==> config.mk <==
export PLATFORM = sky130hd
export DESIGN_NAME = sreg_marshal_arbiter
export DESIGN_NICKNAME = d
export VERILOG_FILES = /design/src/rtl/marshal_pkg.sv /design/src/rtl/rr_arbiter.sv /design/src/rtl/sreg_marshal_arbiter.sv
export SDC_FILE = /design/constraint.sdc
export NUM_CORES = 1
export LEC_CHECK = 0
export ABC_AREA = 1
export ABC_CLOCK_PERIOD_IN_PS = 3400
export BUFFER_PORTS_ARGS = -buffer_cell sky130_fd_sc_hd__buf_2
export CORE_MARGIN = 2
export CORE_UTILIZATION = 45
export DETAILED_ROUTE_END_ITERATION = 6
export HOLD_SLACK_MARGIN = 0.12
export PLACE_DENSITY = 0.67
export SLEW_MARGIN = 20
export SYNTH_ARGS = -nofsm -noshare
export SYNTH_HDL_FRONTEND = slang
export SYNTH_SLANG_ARGS = --single-unit
==> constraint.sdc <==
create_clock -name clk -period 3.4 [get_ports clk]
set_input_delay 0.34 -clock clk [delete_from_list [all_inputs] [get_ports clk]]
set_output_delay 0.34 -clock clk [all_outputs]
set_load 0.05 [all_outputs]
==> src/rtl/marshal_pkg.sv <==
// Shared types and default sizes for the serial-to-parallel marshalling arbiter.
package marshal_pkg;

  localparam int NUM_LANES_DEF = 4;
  localparam int BYTE_W_DEF    = 8;

  typedef enum logic [1:0] {
    IDLE  = 2'd0,
    SHIFT = 2'd1,
    DONE  = 2'd2
  } state_t;

endpackage

==> src/rtl/rr_arbiter.sv <==
// Combinational round-robin pick: first requester at or after the pointer,
// wrapping from NUM_LANES-1 back to 0.
module rr_arbiter #(
  parameter  int NUM_LANES = 4,
  localparam int LANE_W    = $clog2(NUM_LANES)
) (
  input  logic [NUM_LANES-1:0] i_req,
  input  logic [LANE_W-1:0]    i_ptr,
  output logic [NUM_LANES-1:0] o_gnt,
  output logic [LANE_W-1:0]    o_idx,
  output logic                 o_any
);

  logic [LANE_W:0]   w_sum;
  logic [LANE_W-1:0] w_k;

  // Scan offsets from farthest to nearest so the nearest requester wins.
  always_comb begin
    o_gnt = '0;
    o_idx = '0;
    o_any = 1'b0;
    w_sum = '0;
    w_k   = '0;
    for (int i = NUM_LANES - 1; i >= 0; i--) begin
      w_sum = {1'b0, i_ptr} + (LANE_W+1)'(i);
      if (w_sum >= (LANE_W+1)'(NUM_LANES)) begin
        w_sum = w_sum - (LANE_W+1)'(NUM_LANES);
      end
      w_k = w_sum[LANE_W-1:0];
      if (i_req[w_k]) begin
        o_gnt      = '0;
        o_gnt[w_k] = 1'b1;
        o_idx      = w_k;
        o_any      = 1'b1;
      end
    end
  end

endmodule

==> src/rtl/sreg_marshal_arbiter.sv <==
// Round-robin owner of a shared serial-to-parallel shift register: grants one
// lane for BYTE_W bit-times, assembles its byte LSB-first and hands it out on
// a valid/ready port tagged with the source lane.
module sreg_marshal_arbiter
  import marshal_pkg::*;
#(
  parameter  int NUM_LANES = NUM_LANES_DEF,
  parameter  int BYTE_W    = BYTE_W_DEF,
  localparam int LANE_W    = $clog2(NUM_LANES),
  localparam int CNT_W     = $clog2(BYTE_W)
) (
  input  logic                 clk,
  input  logic                 rst,
  input  logic [NUM_LANES-1:0] lane_req,
  input  logic [NUM_LANES-1:0] lane_sdata,
  output logic [NUM_LANES-1:0] lane_gnt,
  output logic [BYTE_W-1:0]    out_data,
  output logic [LANE_W-1:0]    out_lane,
  output logic                 out_valid,
  input  logic                 out_ready
);

  state_t                r_state;
  state_t                w_next;
  logic [LANE_W-1:0]     r_cur_lane;
  logic [LANE_W-1:0]     r_ptr;
  logic [CNT_W-1:0]      r_cnt;
  logic [BYTE_W-1:0]     r_shreg;
  logic [NUM_LANES-1:0]  r_gnt;
  logic [BYTE_W-1:0]     r_out_data;
  logic [LANE_W-1:0]     r_out_lane;
  logic                  r_out_valid;

  logic [NUM_LANES-1:0]  w_arb_gnt;
  logic [LANE_W-1:0]     w_arb_idx;
  logic                  w_arb_any;
  logic                  w_last_bit;
  logic                  w_slot_free;
  logic [LANE_W-1:0]     w_ptr_next;

  rr_arbiter #(
    .NUM_LANES (NUM_LANES)
  ) u_arb (
    .i_req (lane_req),
    .i_ptr (r_ptr),
    .o_gnt (w_arb_gnt),
    .o_idx (w_arb_idx),
    .o_any (w_arb_any)
  );

  assign w_last_bit  = (r_cnt == CNT_W'(BYTE_W - 1));
  assign w_slot_free = !r_out_valid || out_ready;
  // Explicit wrap so non-power-of-two lane counts step correctly.
  assign w_ptr_next  = (r_cur_lane == LANE_W'(NUM_LANES - 1)) ? '0
                                                               : r_cur_lane + LANE_W'(1);

  // State register.
  always_ff @(posedge clk or negedge rst) begin
    if (!rst) r_state <= IDLE;
    else      r_state <= w_next;
  end

  // Next-state: arbitrate when idle, shift BYTE_W bits, then wait for a free output slot.
  always_comb begin
    w_next = r_state;
    case (r_state)
      IDLE:    if (w_arb_any)   w_next = SHIFT;
      SHIFT:   if (w_last_bit)  w_next = DONE;
      DONE:    if (w_slot_free) w_next = IDLE;
      default:                  w_next = IDLE;
    endcase
  end

  // Grant, bit counter, shift register and round-robin pointer.
  always_ff @(posedge clk or negedge rst) begin
    if (!rst) begin
      r_cur_lane <= '0;
      r_ptr      <= '0;
      r_cnt      <= '0;
      r_shreg    <= '0;
      r_gnt      <= '0;
    end else begin
      case (r_state)
        IDLE: begin
          if (w_arb_any) begin
            r_cur_lane <= w_arb_idx;
            r_gnt      <= w_arb_gnt;
            r_cnt      <= '0;
          end
        end
        SHIFT: begin
          r_shreg <= {lane_sdata[r_cur_lane], r_shreg[BYTE_W-1:1]};
          r_cnt   <= r_cnt + CNT_W'(1);
          if (w_last_bit) r_gnt <= '0;
        end
        DONE: begin
          if (w_slot_free) r_ptr <= w_ptr_next;
        end
        default: r_gnt <= '0;
      endcase
    end
  end

  // Output holding register: load from DONE when free, otherwise clear on acceptance.
  always_ff @(posedge clk or negedge rst) begin
    if (!rst) begin
      r_out_data  <= '0;
      r_out_lane  <= '0;
      r_out_valid <= 1'b0;
    end else if (r_state == DONE && w_slot_free) begin
      r_out_data  <= r_shreg;
      r_out_lane  <= r_cur_lane;
      r_out_valid <= 1'b1;
    end else if (out_ready) begin
      r_out_valid <= 1'b0;
    end
  end

  assign lane_gnt  = r_gnt;
  assign out_data  = r_out_data;
  assign out_lane  = r_out_lane;
  assign out_valid = r_out_valid;

endmodule

==> run metrics <==
row cnt 22; cts bufs inserted 5; Final Instance Count excl. Fillers just over 300; Max-Cap Viols 0; worst skew pair latency 0.27 ns; cts repair resizes 0; Worst Path Required around 3.6 ns; fin crit share 0.5583; synth-to-layout area growth 15.10%; initial antenna violation count 0; post-synth net total about 250; Max stage delay on crit path around 0.56 ns; vias in the first global route around 1.4k; TNS Setup 0 ns; DR vias 1,473; total grt overflow 0; chip width 66.93 um; DP HPWL 2480 um; cells along the critical path inv_2 -> ha_1 -> inv_1 -> nand3_2 -> nand2_4 -> inv_2 -> nand3_1 -> nand3_1 -> nand2_1 -> nand2_1; Leak approximately 1.1 nW; Final Hold Viols 0; final hold slack 0.1071 ns; power density over cell area between 1000 and 1500 nW/um^2; Peak VDD IR just over 0.0004 V; IO Pins 26; Cell Area, Synth around 1800 um^2; root buf cell clkbuf_8; Avg Synthesized Cell Area 7.747 um^2; number of synthesized register bits 32; Final setup viols 0; worst-margin pin slew about 0.69 ns; synth warn 0; hold buffer count at cts 0; die area roughly 4500 um^2; worst rel slew slack 0.5384; CP Launch Type flip-flop; HP Class in -> async; Vias/cell 4.798; Max Root-Sink Buffers 2; drt total wl roughly 3400 um; critical path's slowest cell dfrtp_1; CP Capture Type flip-flop; CTS H-tree lvls 2; share of the yosys chip area belonging to registers 0.4494; synth unique cells 23; CORE AREA between 3000 and 4000 um^2; port bufs 25; first-pass GRT wire length a little over 6000 um; die height around 67 um; unrepaired setup endpoints after global routing no; Post-DRT Antenna Nets 0; Starting DRT DRC Count 97; status completed; ant diodes 0; Post-CTS Setup Inserts 0; Layout Nets 280; dpl cells between 200 and 300; GP Congestion just under 0.9; routed length per instance about 11 um; clock skew around 0.0028 ns; critical path class reg -> reg; Max FO, Critical Path 12; data arrival time of the worst path between 2 and 2.5 ns; Final Max Tran Viols 0; clock sinks 32; CTS tree done; DRC 0; Post-Syn Instances 230; starting density of the core 0.4759; Detailed Routing Iterations Pass 1 4; share of layout cells above drive strength 1 0.1969; GRT Util Overall 0.1766; largest net degree at the start of global routing 33; crit path time final ~1.9 ns; highest clock rate 0.5268 GHz; clock-pin slew on the worst setup and hold paths 0.06 ns
synthesized netlist by cell type:
cell,instances,area (um^2)
nand4_2,1,12.51
nand3_2,2,20.02
clkbuf_1,2,7.510
nand2_1,66,247.7
o21ai_0,21,105.1
inv_1,27,101.4
and2_1,1,6.260
o22ai_1,2,12.51
nor2_2,5,31.28
nand4_1,1,6.260
o21ai_1,3,15.01
nand2_2,5,31.28
nand3_1,16,80.08
buf_6,1,11.26
nor2_4,1,11.26
buf_2,1,5.000
o21a_1,1,7.510
ha_1,11,137.6
a21oi_1,6,30.03
inv_2,4,15.01
nand2_4,1,11.26
nor2_1,20,75.07
dfrtp_1,32,800.8
flip-flops by register name (all words and copies together), names as in the netlist:
name / flops
lane_gnt: 4
out_data: 8
out_lane: 2
out_valid: 1
r_cnt: 3
r_cur_lane: 2
r_ptr: 2
r_shreg: 8
r_state: 2
metrics by stage:
| step | area, um^2 | util | total power [mW] | worst slack (ns) |
|---|---|---|---|---|
| detailed placement | 1943 | 0.5191 | 1.940 | 1.529 |
| CTS | 2051 | 0.5478 | 2.294 | 1.522 |
| finish | 2051 | 0.5478 | 2.285 | 1.502 |
| global placement | 1943 | 0.5191 | 1.927 | 1.583 |
| floorplan | 1782 | - | 1.686 | 1.734 |
| global route | 2051 | 0.5478 | 2.501 | 1.285 |
cells by family after synthesis:
logic type / synth area share
compound gates: 0.09550
simple gates: 0.2992
fa+ha+maj: 0.07725
buf+inv: 0.07865
flops: 0.4494
cell type report:
| cell class | count | area (um^2) |
|---|---|---|
| Fill cell | 364 | 1693 |
| Clock inverter | 2 | 35.03 |
| Clock buffer | 6 | 72.57 |
| Tap cell | 48 | 60.06 |
| Multi-Input combinational cell | 163 | 840.8 |
| Inverter | 31 | 116.4 |
| Sequential cell | 32 | 800.8 |
| Timing Repair Buffer | 25 | 125.1 |
per-layer routing:
metal / GRT usage / routed length [um]
met1: 0.2374 / 1724
met2: 0.2888 / 1489
met3: 0.04054 / 125
met4: 0.04082 / 11
met5: 0 / 0
final timing paths:
check,startpoint,end,slack (ns),depth (start not counted)
max in group asynchronous,rst,r_cnt[1]$_DFFE_PN0P_,2.85,1
max,r_ptr[0]$_DFFE_PN0P_,lane_gnt[3]$_DFFE_PN0P_,1.50,10
min in group clk,out_ready,out_valid$_DFFE_PN0P_,0.28,2
min,rst,out_data[4]$_DFFE_PN0P_,0.11,1
min reg2reg,out_data[0]$_DFFE_PN0P_,out_data[0]$_DFFE_PN0P_,0.47,2
max reg2reg,r_ptr[0]$_DFFE_PN0P_,lane_gnt[3]$_DFFE_PN0P_,1.50,10
critical path, delay by kind of cell, from the launching register on:
family	cells	cell delay [ns]
adders and majority gates	1	0.37
DFF	1	0.56
buffers and inverters	3	0.36
and+or+nand+nor	6	0.51
where the power goes:
part           switching [mW]  total [mW]  internal [mW]
Combinational           0.901        1.27          0.367
Clock                   0.130       0.347          0.217
Sequential              0.116       0.670          0.554
Total                    1.15        2.28           1.14
layout by cell type, fill, tap and decap left out, types with 4 or more instances in the layout:
cell,synthesis,final
dfrtp_1,32,32
buf_2,1,25
nand2_1,66,66
clkbuf_8,0,5
ha_1,11,11
a21oi_1,6,6
nor2_2,5,5
inv_1,27,27
inv_2,4,4
nand2_2,5,5
o21ai_0,21,21
nor2_1,20,20
nand3_1,16,16
(Power assumes the default switching activity.)
